$ cat src/rtl/matmul_result_drain.sv
// matmul_result_drain: captures the systolic multiplier result and flags on
// finish, then streams the N x M region row-major over a valid/ready port.
// Ports: clk_i, rst_i (async, active-high); finish_i, c_matrix_i, flags_i,
//   n_dim_i, m_dim_i from the multiplier; elem_* stream with elem_ready_i;
//   busy_o, done_o, any_overflow_o, drop_o status back to control.
module matmul_result_drain #(
  parameter int DATA_WIDTH = 8,
  parameter int BUS_WIDTH  = 16,
  localparam int MAX_DIM = BUS_WIDTH / DATA_WIDTH,
  localparam int EW      = 2 * DATA_WIDTH,
  localparam int NE      = MAX_DIM * MAX_DIM
) (
  input  logic             clk_i,
  input  logic             rst_i,
  input  logic             finish_i,
  input  logic [NE*EW-1:0] c_matrix_i,
  input  logic [NE-1:0]    flags_i,
  input  logic [2:0]       n_dim_i,
  input  logic [2:0]       m_dim_i,
  output logic [EW-1:0]    elem_data_o,
  output logic [2:0]       elem_row_o,
  output logic [2:0]       elem_col_o,
  output logic             elem_flag_o,
  output logic             elem_last_o,
  output logic             elem_valid_o,
  input  logic             elem_ready_i,
  output logic             busy_o,
  output logic             done_o,
  output logic             any_overflow_o,
  output logic             drop_o
);

  localparam logic [1:0] IDLE = 2'd0;
  localparam logic [1:0] SEND = 2'd1;
  localparam logic [1:0] DONE = 2'd2;

  localparam logic [2:0] MAX3 = 3'(MAX_DIM);

  logic [1:0]       state_q;
  logic             finish_q;
  logic [NE*EW-1:0] mat_q;
  logic [NE-1:0]    flg_q;
  logic [2:0]       n_q;
  logic [2:0]       m_q;
  logic [2:0]       row_q;
  logic [2:0]       col_q;
  logic             ovf_q;
  logic             drop_q;

  logic       cap_ev;
  logic [2:0] n_eff;
  logic [2:0] m_eff;
  logic       ovf_cap;
  logic       row_end;
  logic       col_end;

  assign cap_ev = finish_i && !finish_q;
  assign n_eff  = (n_dim_i > MAX3) ? MAX3 : n_dim_i;
  assign m_eff  = (m_dim_i > MAX3) ? MAX3 : m_dim_i;

  always_comb begin
    ovf_cap = 1'b0;
    for (int r = 0; r < MAX_DIM; r++) begin
      for (int c = 0; c < MAX_DIM; c++) begin
        if (r < int'(n_eff) && c < int'(m_eff))
          ovf_cap = ovf_cap | flags_i[r + c*MAX_DIM];
      end
    end
  end

  // Storage is column-major; the stream walks it row-major.
  always_comb begin
    elem_data_o = '0;
    elem_flag_o = 1'b0;
    for (int k = 0; k < NE; k++) begin
      if (k == int'(col_q) * MAX_DIM + int'(row_q)) begin
        elem_data_o = mat_q[k*EW +: EW];
        elem_flag_o = flg_q[k];
      end
    end
  end

  assign row_end = (row_q == n_q - 3'd1);
  assign col_end = (col_q == m_q - 3'd1);

  assign elem_row_o     = row_q;
  assign elem_col_o     = col_q;
  assign elem_valid_o   = (state_q == SEND);
  assign elem_last_o    = elem_valid_o && row_end && col_end;
  assign busy_o         = (state_q == SEND);
  assign done_o         = (state_q == DONE);
  assign any_overflow_o = ovf_q;
  assign drop_o         = drop_q;

  always_ff @(posedge clk_i or posedge rst_i) begin
    if (rst_i) begin
      state_q  <= IDLE;
      finish_q <= 1'b0;
      mat_q    <= '0;
      flg_q    <= '0;
      n_q      <= '0;
      m_q      <= '0;
      row_q    <= '0;
      col_q    <= '0;
      ovf_q    <= 1'b0;
      drop_q   <= 1'b0;
    end else begin
      finish_q <= finish_i;
      drop_q   <= cap_ev && (state_q != IDLE);
      case (state_q)
        IDLE: begin
          if (cap_ev) begin
            mat_q <= c_matrix_i;
            flg_q <= flags_i;
            n_q   <= n_eff;
            m_q   <= m_eff;
            row_q <= '0;
            col_q <= '0;
            ovf_q <= ovf_cap;
            if (n_eff == 3'd0 || m_eff == 3'd0)
              state_q <= DONE;
            else
              state_q <= SEND;
          end
        end
        SEND: begin
          if (elem_ready_i) begin
            if (col_end) begin
              col_q <= '0;
              if (row_end) begin
                row_q   <= '0;
                state_q <= DONE;
              end else begin
                row_q <= row_q + 3'd1;
              end
            end else begin
              col_q <= col_q + 3'd1;
            end
          end
        end
        DONE: state_q <= IDLE;
        default: state_q <= IDLE;
      endcase
    end
  end

endmodule

$ cat config.mk
export PLATFORM = sky130hd
export DESIGN_NAME = matmul_result_drain
export DESIGN_NICKNAME = d
export VERILOG_FILES = /design/src/rtl/matmul_result_drain.sv
export SDC_FILE = /design/constraint.sdc
export NUM_CORES = 1
export LEC_CHECK = 0
export BUFFER_PORTS_ARGS = -buffer_cell sky130_fd_sc_hd__buf_4
export CORE_MARGIN = 3
export CORE_UTILIZATION = 53
export CTS_CLUSTER_SIZE = 10
export DETAILED_ROUTE_END_ITERATION = 8
export PLACE_DENSITY = 0.8
export SLEW_MARGIN = 15
export SYNTH_ARGS = -nofsm -noshare
export SYNTH_HDL_FRONTEND = slang
export SYNTH_SLANG_ARGS = --single-unit
$ cat constraint.sdc
create_clock -name clk_i -period 3.5 [get_ports clk_i]
set_input_delay 0.35 -clock clk_i [delete_from_list [all_inputs] [get_ports clk_i]]
set_output_delay 0.35 -clock clk_i [all_outputs]
set_load 0.01 [all_outputs]
==> results of run 1 <==
placed cells by master (no fill, tap or decap), drive strengths merged, types with 2 or more instances in the layout:
cell    instances
nor3            2
xor2            4
dfrtp          85
nand3           7
nor2b          20
nand2         211
a21oi           5
o21ai          10
bufinv          2
and2b           2
clkbuf         13
clkinv          2
nor2            8
ha              6
nand2b          2
mux4           17
buf           113
mux2i           2
inv            10
xnor3           2
where the power goes:
| part | switching, µW | internal (µW) |
|---|---|---|
| logic | 1000 | 1070 |
| registers | 282 | 1430 |
| clock network | 341 | 424 |
| total | 1630 | 2930 |
metal layers:
metal	GRT usage (%)	share of wire [%]	up-vias
li1	-	-	1575
met2	38.3	50	89
met5	0	0	-
met1	29.4	44	1556
met4	8.18	1.7	0
met3	4.73	4.7	11
registers in the layout, indices dropped and copies added (netlist names):
name            count
elem_col_o          3
finish_q            1
state_q             2
any_overflow_o      1
m_q                 3
n_q                 3
elem_row_o          3
drop_o              1
mat_q              64
flg_q               4
through the flow:
stage	cells	utilization [%]	setup WS (ns)	cell area [µm²]	power, µW
final	636	70.3	0.371	5180	4550
after global routing	636	70.3	0.157	5180	4910
after CTS	636	70.3	0.320	5180	4600
after detailed placement	620	67.4	0.724	4960	3820
after global placement	620	67.4	0.896	4960	3740
after floorplan	430	-	0.957	4090	3070
cells by family (layout without fill, tap and decap cells):
logic type	count (synthesis)	in the layout	share of synthesized area, %
fa+ha+maj	7	7	2.32
compound gates	19	19	2.91
flops	85	85	52.0
mux	20	20	10.1
buf+inv	33	140	3.61
simple gates	259	259	26.9
xor+xnor	7	7	2.20
final cells by class:
type                    count  area [µm²]  share of cell area (%)
well taps                  99         124                    2.39
repair buffers            113         848                    16.4
clock inverters             3        68.8                    1.33
multi-input cells         312        1820                    35.2
flip-flops and latches     85        2130                    41.0
clock buffers              13         149                    2.87
inverters                  11        42.5                   0.821
how the worst max path moves through the flow:
stage / start / end / slack [ns] / cells past startpoint
floorplan: rst_i / any_overflow_o / 0.96 / 1
finish: elem_col_o[0] / elem_data_o[1] / 0.37 / 7
CTS: elem_col_o[0] / elem_data_o[1] / 0.32 / 7
detailed placement: elem_col_o[0] / elem_data_o[9] / 0.72 / 7
global route: elem_col_o[0] / elem_data_o[13] / 0.16 / 7
global placement: elem_col_o[0] / elem_data_o[13] / 0.90 / 7
==> impl_results.md, run 1 <==
* Run status: complete, no violations
* Clock Latency Late Sink at 0.35 ns
* Max-Cap Viols at 0
* Worst-path clk slew at 0.08 ns
* P_leak at 0.00271 µW
* Pwr per Cell Area at 879 nW/µm²
* Diodes inserted at 0
* Final slew viol count at 0
* Vias at 3231
* Max stage delay on crit path at 0.73 ns
* Final min period at 3.13 ns
* Remaining global-route overflow at 0
* DIE HEIGHT at 93.9 µm
* CP Cell Sequence: ha_1 > inv_1 > fa_1 > and2b_2 > o21ai_2 > nor2b_1 > buf_4
* Root Buffer: clkbuf_8
* Rows at 31
* Reg2reg end: mat_q[46]
* Core region area at 7370 µm²
* Crit end category: output port
* Share of cells above drive strength 1 at 28.7%
* Gpl congestion at 0.914
* R2r setup slk at 1.47 ns
* WP data arrival at 2.78 ns
* Post-synth top area cell: dfrtp_1
* Synth Warn # at 0
* Avg Cell Area, Syn at 9.51 µm²
* FILL cells at 581
* Synthesized net count at 515
* Fraction of registers with async set/reset at 100%
* Initial antenna violation count at 0
* Post-synthesis cell area at 4090 µm²
* Hold endpoint: finish_q
* Largest net degree at the start of global routing at 63
* Postcts setup bufs at 0
* Nets at 617
* Min Hold Slack at 0.122 ns
* Gr usage total at 22.8%
* Crit share post-route at 89.4%
* Cell variety after synth at 40
* Worst Hold Class: in2reg
* Synth top area share at 52.0%
* Cell count after synthesis at 430
* Critical path required time at 3.15 ns
* Die width at 93.9 µm
* Crit Path Max Fanout at 17
* Die area at 8810 µm²
* CP max stage cell: o21ai_2
* Top FF cell, synth: dfrtp_1
* Fin. Hold Viols at 0
* P&R area growth vs syn at 26.7%
* Skew final at 0.00637 ns
* Crit-path leading delay family: compound AO/OA/AOI/OAI gates
* Reg2reg start: state_q[1]
* Drt first pass iters at 4
* Sequential share of the synthesized area at 52.0%
* Routed length per instance at 14.7 µm
* RSZ-0062 raised after global routing: no
* Number of flops mapped to enable cells by yosys at 0
* Vias per inst at 5.08
* Bufs and invs on worst path at 2
* Crit start category: flop
* Vias in the first global route at 3407
* TritonCTS Buffers at 9
* Crit path kind: reg2out
* Post-Route WL at 9350 µm
* Commonest cells post-synth: nand2_1 (211), dfrtp_1 (85), nor2b_1 (20)
* Actual slew at the worst max-slew pin at 1.01 ns
* Max VDD drop at 0.000520 V
* Initial core utilization at 55.5%
* Clock H-tree levels at 3
* Post-CTS resize count at 0
* Seq cells post-synth at 85
* Clk buf depth at 2
* Most frequent cell after synthesis: nand2_1
* Fmax at 0.320 GHz
* Ports at 107
* Worst r2r path cells at 4
* Final ANT Viol Nets at 0
* DP Wirelength at 6610 µm
* CTS tree: yes
* TNS Setup at 0 ns
* Hold Buf Count CTS at 0
* Slew headroom at 32.5%
* Synth area leaders: dfrtp_1 (52%), nand2_1 (19%), mux4_2 (9.4%)
* First-pass GRT wire length at 15600 µm
* Port-buffer cells at 106
* WHS Path Cells at 1
* Hold Crit Start: finish_i
* Endpoints failing setup at 0
* Drt drc at 0
* Drt initial violations at 145
* Clock sink count at 85
No activity file was read; power rests on OpenSTA's default activity.
==> run 2, diff against run 1 <==
CELL_PAD_IN_SITES_DETAIL_PLACEMENT = 0   (was unset)
CELL_PAD_IN_SITES_GLOBAL_PLACEMENT = 1   (was unset)
CORE_UTILIZATION = 40   (was 53)
PLACE_DENSITY = unset   (was 0.8)
PLACE_DENSITY_LB_ADDON = 0.1   (was unset)
==> run 2 against run 1 <==
Non-clock buffer count is 2 higher. Utilization is 18 points lower. Clock-buffer cell count is 2 lower. First-iteration DRC count is 15% lower. Fmax is 6.0% higher. Via count is 2.5% lower. Flip-flop and latch count stayed put. Die area is 30% higher. Final area is 0.41% higher. Routed wire length is 2.0% higher. Hold slack better by 0.020 ns. Sequential power hardly changed. Largest power group unchanged.
==> impl_results.md, run 2 (same netlist as run 1, synthesis figures left out) <==
* Routed length per instance at 14.2 µm
* CTS tree: yes
* DP Wirelength at 7010 µm
* Port-buffer cells at 106
* Share of cells above drive strength 1 at 29.0%
* Biggest regs: mat_q x64, flg_q x4
* Clock Latency Late Sink at 0.35 ns
* Slew headroom at 27.8%
* Endpoints failing setup at 0
* Max-Cap Viols at 0
* Gr usage total at 17.7%
* Drt first pass iters at 4
* Post-Route WL at 9540 µm
* WP data arrival at 2.60 ns
* Final Worst Setup Slack at 0.547 ns
* First-pass GRT wire length at 15900 µm
* Die width at 107 µm
* Postcts setup bufs at 0
* Final Non-Filler Cells at 671
* Worst-path clk slew at 0.08 ns
* Hold Buf Count CTS at 1
* P&R area growth vs syn at 27.2%
* Rows at 36
* Most common cell after layout, fill and taps aside: nand2_1
* Skew final at 0.0132 ns
* FILL cells at 933
* Min Hold Slack at 0.141 ns
* Nets at 619
* Ports at 107
* Initial core utilization at 41.5%
* Crit path kind: reg2out
* Drt initial violations at 123
* Diodes inserted at 0
* Top reg by flops: mat_q
* Fin. Hold Viols at 0
* Gpl congestion at 0.768
* Largest net degree at the start of global routing at 41
* Clock H-tree levels at 3
* Crit share post-route at 84.4%
* Register Area at 2130 µm²
* Commonest non-fill, non-tap cells in the layout: nand2_1 (211), buf_4 (113), dfrtp_1 (85)
* Vias at 3151
* Final ANT Viol Nets at 0
* TritonCTS Buffers at 9
* Drt drc at 0
* Max VDD drop at 0.000349 V
* Initial antenna violation count at 0
* Final slew viol count at 0
* Run status: complete, no violations
* RSZ-0062 raised after global routing: no
* Placed Cells at 655
* Vias per inst at 4.70
* Clk buf depth at 2
* Vias in the first global route at 3173
* Number of flip-flops in the largest register at 64
* Remaining global-route overflow at 0
* Die area at 11500 µm²
* Final min period at 2.95 ns
* Multi-input gate area at 1820 µm²
* Worst Hold Class: in2reg
* DIE HEIGHT at 107 µm
* Critical path required time at 3.15 ns
* Crit Path Max Fanout at 9
* P_leak at 0.00270 µW
* Fmax at 0.339 GHz
* Clock sink count at 85
* Actual slew at the worst max-slew pin at 1.08 ns
* Crit start category: flop
* Root Buffer: clkbuf_8
* Final instance area at 5200 µm²
* Post-CTS resize count at 0
* Pwr per Cell Area at 845 nW/µm²
* Crit end category: output port
* Placed Area at 5030 µm²
* Core region area at 9860 µm²
* TNS Setup at 0 ns
* Worst slack, placed at 0.860 ns
[run 2: cell types whose count changed in the layout (fill, tap and decap cells not counted), sizes merged]
cell         previous run  this run
bufinv                  2         0
clkbuf                 13        11
clkinvlp                0         2
buf                   113       114
clkinv                  2         3
dlygate4sd3             0         1
[run 2: power by group]
group          internal [µW]  leakage (µW)  total, µW  switching (µW)
clock                    271     0.0000812        607             336
sequential              1430       0.00106       1720             283
combinational           1090       0.00155       2070             985
[run 2: area by class of cell]
| cell class | instances | area share, % |
|---|---|---|
| sequential | 85 | 40.9 |
| multi-input combinational | 312 | 35.0 |
| timing repair buffer | 115 | 16.9 |
| tap | 133 | 3.20 |
| clock buffer | 11 | 2.72 |
| inverter | 11 | 0.818 |
| clock inverter | 4 | 0.481 |
[run 2: worst paths after layout]
kind	start	endpoint	slack [ns]	cells after the start
max	elem_col_o[0]	elem_data_o[14]	0.55	8
min	finish_i	finish_q	0.14	1
max reg2reg	state_q[1]	mat_q[50]	1.39	4
min reg2reg	mat_q[37]	mat_q[37]	0.47	2
max in group asynchronous	rst_i	mat_q[37]	2.23	4
min in group asynchronous	rst_i	mat_q[47]	0.52	3
[run 2: stage by stage]
step	total power [µW]	utilization, %
2_1_floorplan	3070	-
3_3_place_gp	3820	51.0
3_5_place_dp	3850	51.0
4_1_cts	4480	52.8
5_1_grt	4790	52.8
6_report	4400	52.8
[run 2: critical path, cell delays in order (launching register included)]
cell     delay (ns)
dfrtp_1        0.47
ha_1           0.23
inv_1          0.06
fa_1           0.39
and2b_2        0.21
o21ai_2        0.42
buf_4          0.27
nor2b_1        0.07
buf_4          0.14
[run 2: routing by layer]
metal  track usage (%)  part of all wire [%]  up-vias
met1              24.8                    46     1485
met2              27.7                    48       73
li1                  -                     -     1581
met3              3.19                   4.5       12
met5                 0                     0        -
met4              6.48                   1.6        0
